## config.mk

```make
export PLATFORM = sky130hd
export DESIGN_NAME = gpr_multiport
export DESIGN_NICKNAME = d
export VERILOG_FILES = /design/src/rtl/gpr_multiport.sv
export SDC_FILE = /design/constraint.sdc
export NUM_CORES = 2
export LEC_CHECK = 0
export BUFFER_PORTS_ARGS = -buffer_cell sky130_fd_sc_hd__buf_2
export CELL_PAD_IN_SITES_DETAIL_PLACEMENT = 0
export CELL_PAD_IN_SITES_GLOBAL_PLACEMENT = 2
export CORE_ASPECT_RATIO = 1.5
export CORE_MARGIN = 2
export CORE_UTILIZATION = 46
export DETAILED_ROUTE_END_ITERATION = 7
export PLACE_DENSITY = 0.76
export SLEW_MARGIN = 20
export SYNTH_ARGS = -nofsm -noshare
export SYNTH_HDL_FRONTEND = slang
export SYNTH_SLANG_ARGS = --single-unit
export TNS_END_PERCENT = 10
```

## constraint.sdc

```tcl
create_clock -name clk -period 7.3 [get_ports clk]
set_clock_uncertainty 0.15 [all_clocks]
set_input_delay 1.095 -clock clk [delete_from_list [all_inputs] [get_ports clk]]
set_output_delay 1.095 -clock clk [all_outputs]
set_load 0.02 [all_outputs]
```

## src/rtl/gpr_multiport.sv

```systemverilog
// gpr_multiport: parametrised register file with byte-enabled writes, write-first bypass and a post-reset clear sweep
module gpr_multiport #(
   parameter int DATA_W   = 32,
   parameter int ADDR_W   = 5,
   parameter int NUM_RD   = 2,
   parameter int ZERO_REG = 1
) (
   input  logic                       clk,
   input  logic                       rst,
   input  logic                       we,
   input  logic [ADDR_W-1:0]          wa,
   input  logic [DATA_W-1:0]          wd,
   input  logic [DATA_W/8-1:0]        wbe,
   input  logic [NUM_RD-1:0]          re,
   input  logic [NUM_RD*ADDR_W-1:0]   ra,
   output logic [NUM_RD*DATA_W-1:0]   rd,
   output logic                       init_busy
);
   localparam int DEPTH = 2**ADDR_W;
   logic [DATA_W-1:0] mem [DEPTH];
   logic [ADDR_W-1:0] cnt;
   logic [DATA_W-1:0] mask, merged;
   logic [DATA_W-1:0] nxt [NUM_RD];
   logic              wr_ok;
   for (genvar b = 0; b < DATA_W/8; b++) begin : g_mask
      assign mask[8*b +: 8] = {8{wbe[b]}};
   end
   assign merged = (mem[wa] & ~mask) | (wd & mask);
   assign wr_ok  = we && !(ZERO_REG != 0 && wa == '0);
   for (genvar p = 0; p < NUM_RD; p++) begin : g_rd
      assign nxt[p] = (ZERO_REG != 0 && ra[p*ADDR_W +: ADDR_W] == '0) ? '0 :
                      (we && wa == ra[p*ADDR_W +: ADDR_W]) ? merged :
                      mem[ra[p*ADDR_W +: ADDR_W]];
   end
   // Storage has no reset so it maps onto block RAM; the sweep clears it instead.
   always_ff @(posedge clk) begin
      if (!rst && init_busy)
         mem[cnt] <= '0;
      else if (!rst && wr_ok)
         mem[wa] <= merged;
   end
   always_ff @(posedge clk) begin
      if (rst) begin
         init_busy <= 1'b1;
         cnt       <= '0;
         rd        <= '0;
      end else if (init_busy) begin
         cnt       <= cnt + 1'b1;
         init_busy <= ~&cnt;
         for (int p = 0; p < NUM_RD; p++)
            if (re[p]) rd[p*DATA_W +: DATA_W] <= '0;
      end else begin
         for (int p = 0; p < NUM_RD; p++)
            if (re[p]) rd[p*DATA_W +: DATA_W] <= nxt[p];
      end
   end
endmodule

```

Yosys cells after proc, flatten, opt, wreduce, memory -nomap -nowiden
Memory sizes are Yosys's and may differ from the RTL's. Index checks and enable logic that the tools add are counted.

Bits in latches: 0. Input bits: 56. Bits in registers: 70. Memories: 1. Memory bits (writable): 1024. Word-level logic and storage cells: 43. ROM bits: 0. Output and inout port bits: 65.

Memory list: mem (words 32, bits a word 32, read ports 3, clocked after Yosys merged registers in 0, write ports 1, line 20) `logic [DATA_W-1:0] mem [DEPTH];`.

Shifts and indexed selects: 0. Div/mod/pow operators: 0. Reductions and logical operators: 13. $mul: 0. Bitwise gates (word level): 4. Add/sub/neg operators: 1. $lt $le $gt $ge: 0. Eq/ne operators: 2. Muxes and demuxes: 18.

Operator list (count): 32-bit 2-to-1 mux (9); 32-bit AND (2); 64-bit 2-to-1 mux (1); 32-bit inverter (1); 32-bit OR (1); 32-bit OR reduction (1); 5-bit zero test (3); 5-bit == test (2); 1-bit 2-to-1 mux (7); 5-bit by 1-bit adder with 5-bit output, second input constant (1); 1-bit logical AND (5); 5-bit 2-to-1 mux (1); 5-bit AND reduction (1); 1-bit zero test (3).

Depth between registers and ports, before layout
Depth after elaboration: 9. Gate-level depth with buffers: 10. Depth with buffers taken out: 5.

Worst setup path after synthesis
OpenSTA, ideal clock, no wires.

Path type: input-to-reg. From: input wa[2]. To: memory mem[0][15], data pin. Path buffers: 4. Setup slack: 2.510 ns. Cell stages on the path: 7. Arrival time: 4.101 ns. Path through: buf_2 -> buf_2 -> buf_2 -> nor2_1 -> buf_1 -> a221oi_2 -> nor4_1.

Longest elaborated chain between the ends: 9. Elaborated cells between the ends (all ways): 12. Classes of those cells: mux (4); bitwise (2); reduce/logical (5); memory (1).

Ends and longest elaborated chain: start, declared (line 11) `input logic [ADDR_W-1:0] wa,`; 5-bit zero test (line 29) `assign wr_ok = we && !(ZERO_REG != 0 && wa == '0);`; 1-bit zero test (line 29); 1-bit logical AND (line 29); 1-bit logical AND (line 39) `else if (!rst && wr_ok)`; 1-bit 2-to-1 mux (line 39); 1-bit 2-to-1 mux (line 37) `if (!rst && init_busy)`; 1-bit 2-to-1 mux (not written as such) (line 40) `mem[wa] <= merged;`; 32-bit OR reduction (no source line); 32-bit 2-to-1 mux (no source line) *; end, declared (line 20).

Every way passes the cells marked *; elsewhere a longest branch is shown, timed or not.

Worst setup path after layout
From: input wa[1]. To: memory mem[31][14], data pin.

The elaborated chain is that of the path after synthesis.

==> metrics.csv <==
stage,metric,value,unit
clock_tree,root buf cell,clkbuf_16,
power_and_ir_drop,Peak VDD IR,221,µV
sta,Max-Slew Margin vs Limit,0.166,
power_and_ir_drop,Pleak,23.2,nW
clock_tree,clk_lat worst skew,0.75,ns
global_routing,GRT Overall Usage,0.351,
sta,Final TNS setup,0,ns
yosys,Post-synth EDFFs,1024,
clock_tree,# resized after CTS,0,
placement,gpl congestion,0.904,
yosys,Seq cells post-synth,1094,
global_routing,total gr overflow,0,
floorplanning,Core Area,0.128,mm²
detailed_routing,via count,40400,
clock_tree,Sink Count,1094,
finish,Area Growth Syn to Fin,11.6,%
setup_path,Crit Path Category,primary input to flop,
yosys,ys async rst share,0,
setup_path,CP Launch Type,primary input,
detailed_routing,Residual DRC,0,
power_and_ir_drop,Comb power frac,0.097,
sta,Fin. Hold Viols,0,
outcome,status,"complete, no violations",
detailed_routing,mean routed wirelength per cell,42.9,µm
setup_path,worst-path fanout max,62,
power_and_ir_drop,part of the power in registers,0.477,
setup_path,worst path required time,7.72,ns
sta,minimum clock period,4.74,ns
clock_tree,Inserted Clock Buffers,108,
power_and_ir_drop,Pint,0.0108,W
power_and_ir_drop,Cell Pwr Density,216,mW/mm²
setup_path,"most used cell, CP",buf_4,
yosys,Syn. warnings,0,
detailed_routing,aggregate routed wire length,234000,µm
setup_path,Arrival @ worst endpoint,5.16,ns
detailed_routing,initial DRC count,5414,
hold_path,Worst Hold Launch,rd[2],
floorplanning,Die Span Y,444,µm
hold_path,Min-Delay Endpoint,rd[2],
setup_path,R2R Path End,mem[18][4],
job,maxcap violations,0,
detailed_routing,Antenna Nets Post-Route,0,
placement,PortBufs,120,
yosys,syn nets,3619,
setup_path,start point of the critical path,wa[1],
power_and_ir_drop,Net Switching,0.00346,W
floorplanning,Initial Utilization,0.463,
global_routing,met2 GRT Util,0.582,
hold_path,worst hold path type,flop to flop,
setup_path,R2R Path Start,init_busy,
placement,Inst Count DP,5236,
finish,nets,3693,
setup_path,crit-path cells,buf_8 > buf_4 > or3b_2 > o221ai_1 > a221o_1 > o211ai_1 > nor2_1 > buf_4,
clock_tree,hold buffers post-CTS,0,
floorplanning,Die X,297,µm
sta,final setup vio count,0,
setup_path,"slowest stage delay, CP",0.93,ns
power_and_ir_drop,Tot Pwr,0.0143,W
setup_path,FF-to-FF path depth,7,
yosys,Post-synth top flop,edfxtp_1,
floorplanning,top-level I/O count,121,
sta,Worst Tran Pin Value,1.24,ns
sta,fin crit share,0.649,
finish,Seq. cell area,0.0322,mm²
floorplanning,num rows,161,
yosys,post-synthesis sequential area ratio,0.542,
setup_path,Critical Path End Type,flop,
sta,hold_ws,0.320,ns
setup_path,"Max stage delay cell, worst path",or3b_2,
yosys,Mapped Area,0.0594,mm²
global_routing,initial antenna violation count,10,
placement,placed inst area,0.0624,mm²
clock_tree,postcts setup bufs,0,
finish,layout cells sized above 1,0.373,
sta,RSZ-0062 raised after global routing,false,
global_routing,vias in the first global route,41600,
detailed_routing,drt via density,7.43,
sta,fin. max-slew vios,0,
clock_tree,clock buffer depth,3,
clock_tree,H-tree depth,3,
clock_tree,clk slew on worst S/H paths,0.06,ns
sta,fmax,0.211,GHz
finish,Post-Layout Cell Count,5444,
global_routing,largest net degree at the start of global routing,102,
global_routing,GR Layer Usage met1,0.411,
finish,fill count,10400,
placement,DPL Wire Length,146000,µm
finish,post-route cell area,0.0663,mm²
global_routing,grt peak-use layer,met2,
yosys,Mean Syn Cell Area,16.7,µm²
hold_path,hold path depth,2,
finish,Multi-input gate area,0.0259,mm²
detailed_routing,first drt pass iteration count,6,
yosys,"Distinct cells, synth",73,
setup_path,register-to-register path setup slack,3.15,ns
floorplanning,die area,0.132,mm²
yosys,Cells after Synth,3561,
power_and_ir_drop,sw frac,0.242,
global_routing,first-pass GRT wire length,324000,µm
clock_tree,CTS tree,yes,
power_and_ir_drop,clock power share,0.426,
global_routing,met3 usage,0.0695,
power groups by stage:
stage          Combinational (W)  Clock [W]  Sequential [W]
2_1_floorplan           0.000887          0         0.00694
3_3_place_gp             0.00134          0         0.00695
3_5_place_dp             0.00136          0         0.00695
4_1_cts                  0.00136    0.00612         0.00682
5_1_grt                  0.00142    0.00635         0.00682
6_report                 0.00139    0.00609         0.00682
cells in the mapped netlist, drive strengths merged, types with 9 or more instances:
cell     number  area [µm²]
a211oi       14         105
mux2        296        3330
a211o        14         123
a32oi        10        87.6
nor4         10        68.8
inv          14        52.6
a222oi       25         250
o211a        10         100
a22oi        36         270
or2           9        56.3
nand2       145         544
nand2b       13        81.3
mux2i       340        3400
mux4        542       12200
nand3        62         310
nor2b        19         119
o221ai      101         885
nor2         76         285
nor3         23         120
buf         196        1200
o2111ai      25         219
dfxtp        70        1400
o211ai       58         435
a221o        41         410
a21oi        52         260
a221oi       98         915
clkbuf      125         469
o22ai        17         106
edfxtp     1024       30700
registers in the layout, indices dropped and copies added, names as in the netlist:
signal / cells
init_busy: 1
cnt: 5
mem: 1024
rd: 64
routing by layer:
layer | part of all wire | routed length, µm | vias to the layer above
met5 | 0.000098 | 23 | -
met3 | 0.097 | 22700 | 878
met1 | 0.33 | 78200 | 21100
met4 | 0.084 | 19600 | 4
met2 | 0.48 | 113000 | 2890
li1 | - | - | 15500
final cells by class:
| cell class | instances | area share |
|---|---|---|
| diodes | 3 | 0.000113 |
| clock buffers | 135 | 0.0446 |
| clock inverters | 70 | 0.0132 |
| inverters | 14 | 0.000793 |
| multi-input cells | 2132 | 0.391 |
| flip-flops and latches | 1094 | 0.485 |
| well taps | 1711 | 0.0323 |
| repair buffers | 285 | 0.0324 |
layout by cell type (no fill, tap or decap), types with 10 or more instances in the layout:
cell       synthesis  routed
buf_12             0      16
mux2_2           285     285
a21oi_1           52      52
a222oi_1          25      25
o22ai_1           17      17
o2111ai_1         25      25
mux4_2           542     542
clkbuf_16          0     111
clkbuf_1         125      15
a221oi_1          89      89
dfxtp_1           70      70
a211oi_1          14      14
o221ai_1         101     101
nor2_4             0      39
edfxtp_1        1024    1024
nor3_1            22      21
a211o_1           14      14
inv_1             14      12
clkinv_2           0      23
buf_2            119     109
nand2_1          145     145
mux2_1            11      11
buf_4             53     149
a32oi_1           10      10
nand2b_1          13      13
nor2b_1           19      15
bufinv_16          0      18
nand3_1           62      62
o211ai_1          58      58
a22oi_1           36      36
nor2_1            76      37
o211a_1           10      10
mux2i_1          340     340
a221o_1           41      41
logic make-up (layout without fill, tap and decap cells):
logic type	count (synthesis)	count (layout)	synth area share
compound gates	542	542	0.0761
xor+xnor	13	13	0.00192
fa+ha+maj	2	2	0.000421
buf+inv	335	504	0.0291
flops	1094	1094	0.542
mux	1178	1178	0.319
other cells	0	3	0
simple gates	397	397	0.0318
metrics by stage:
stage	util	setup slack (ns)
floorplan	-	2.51
global placement	0.486	1.87
detailed placement	0.487	1.90
CTS	0.517	2.66
global route	0.517	2.38
finish	0.517	2.56
critical path: cells and delay by family:
kind / cells / cell delay [ns]
AND/OR/NAND/NOR: 2 / 1.75
AO/OA/AOI/OAI: 3 / 0.63
buffers and inverters: 3 / 1.59
how the worst max path moves through the flow:
stage	to	slack, ns	cells past startpoint
finish	mem[31][14]	2.56	8
global route	mem[29][14]	2.38	8
CTS	mem[31][14]	2.66	8
detailed placement	mem[29][14]	1.90	8
global placement	mem[11][16]	1.87	6
floorplan	mem[0][15]	2.51	7
No activity file was read; power rests on OpenSTA's default activity.
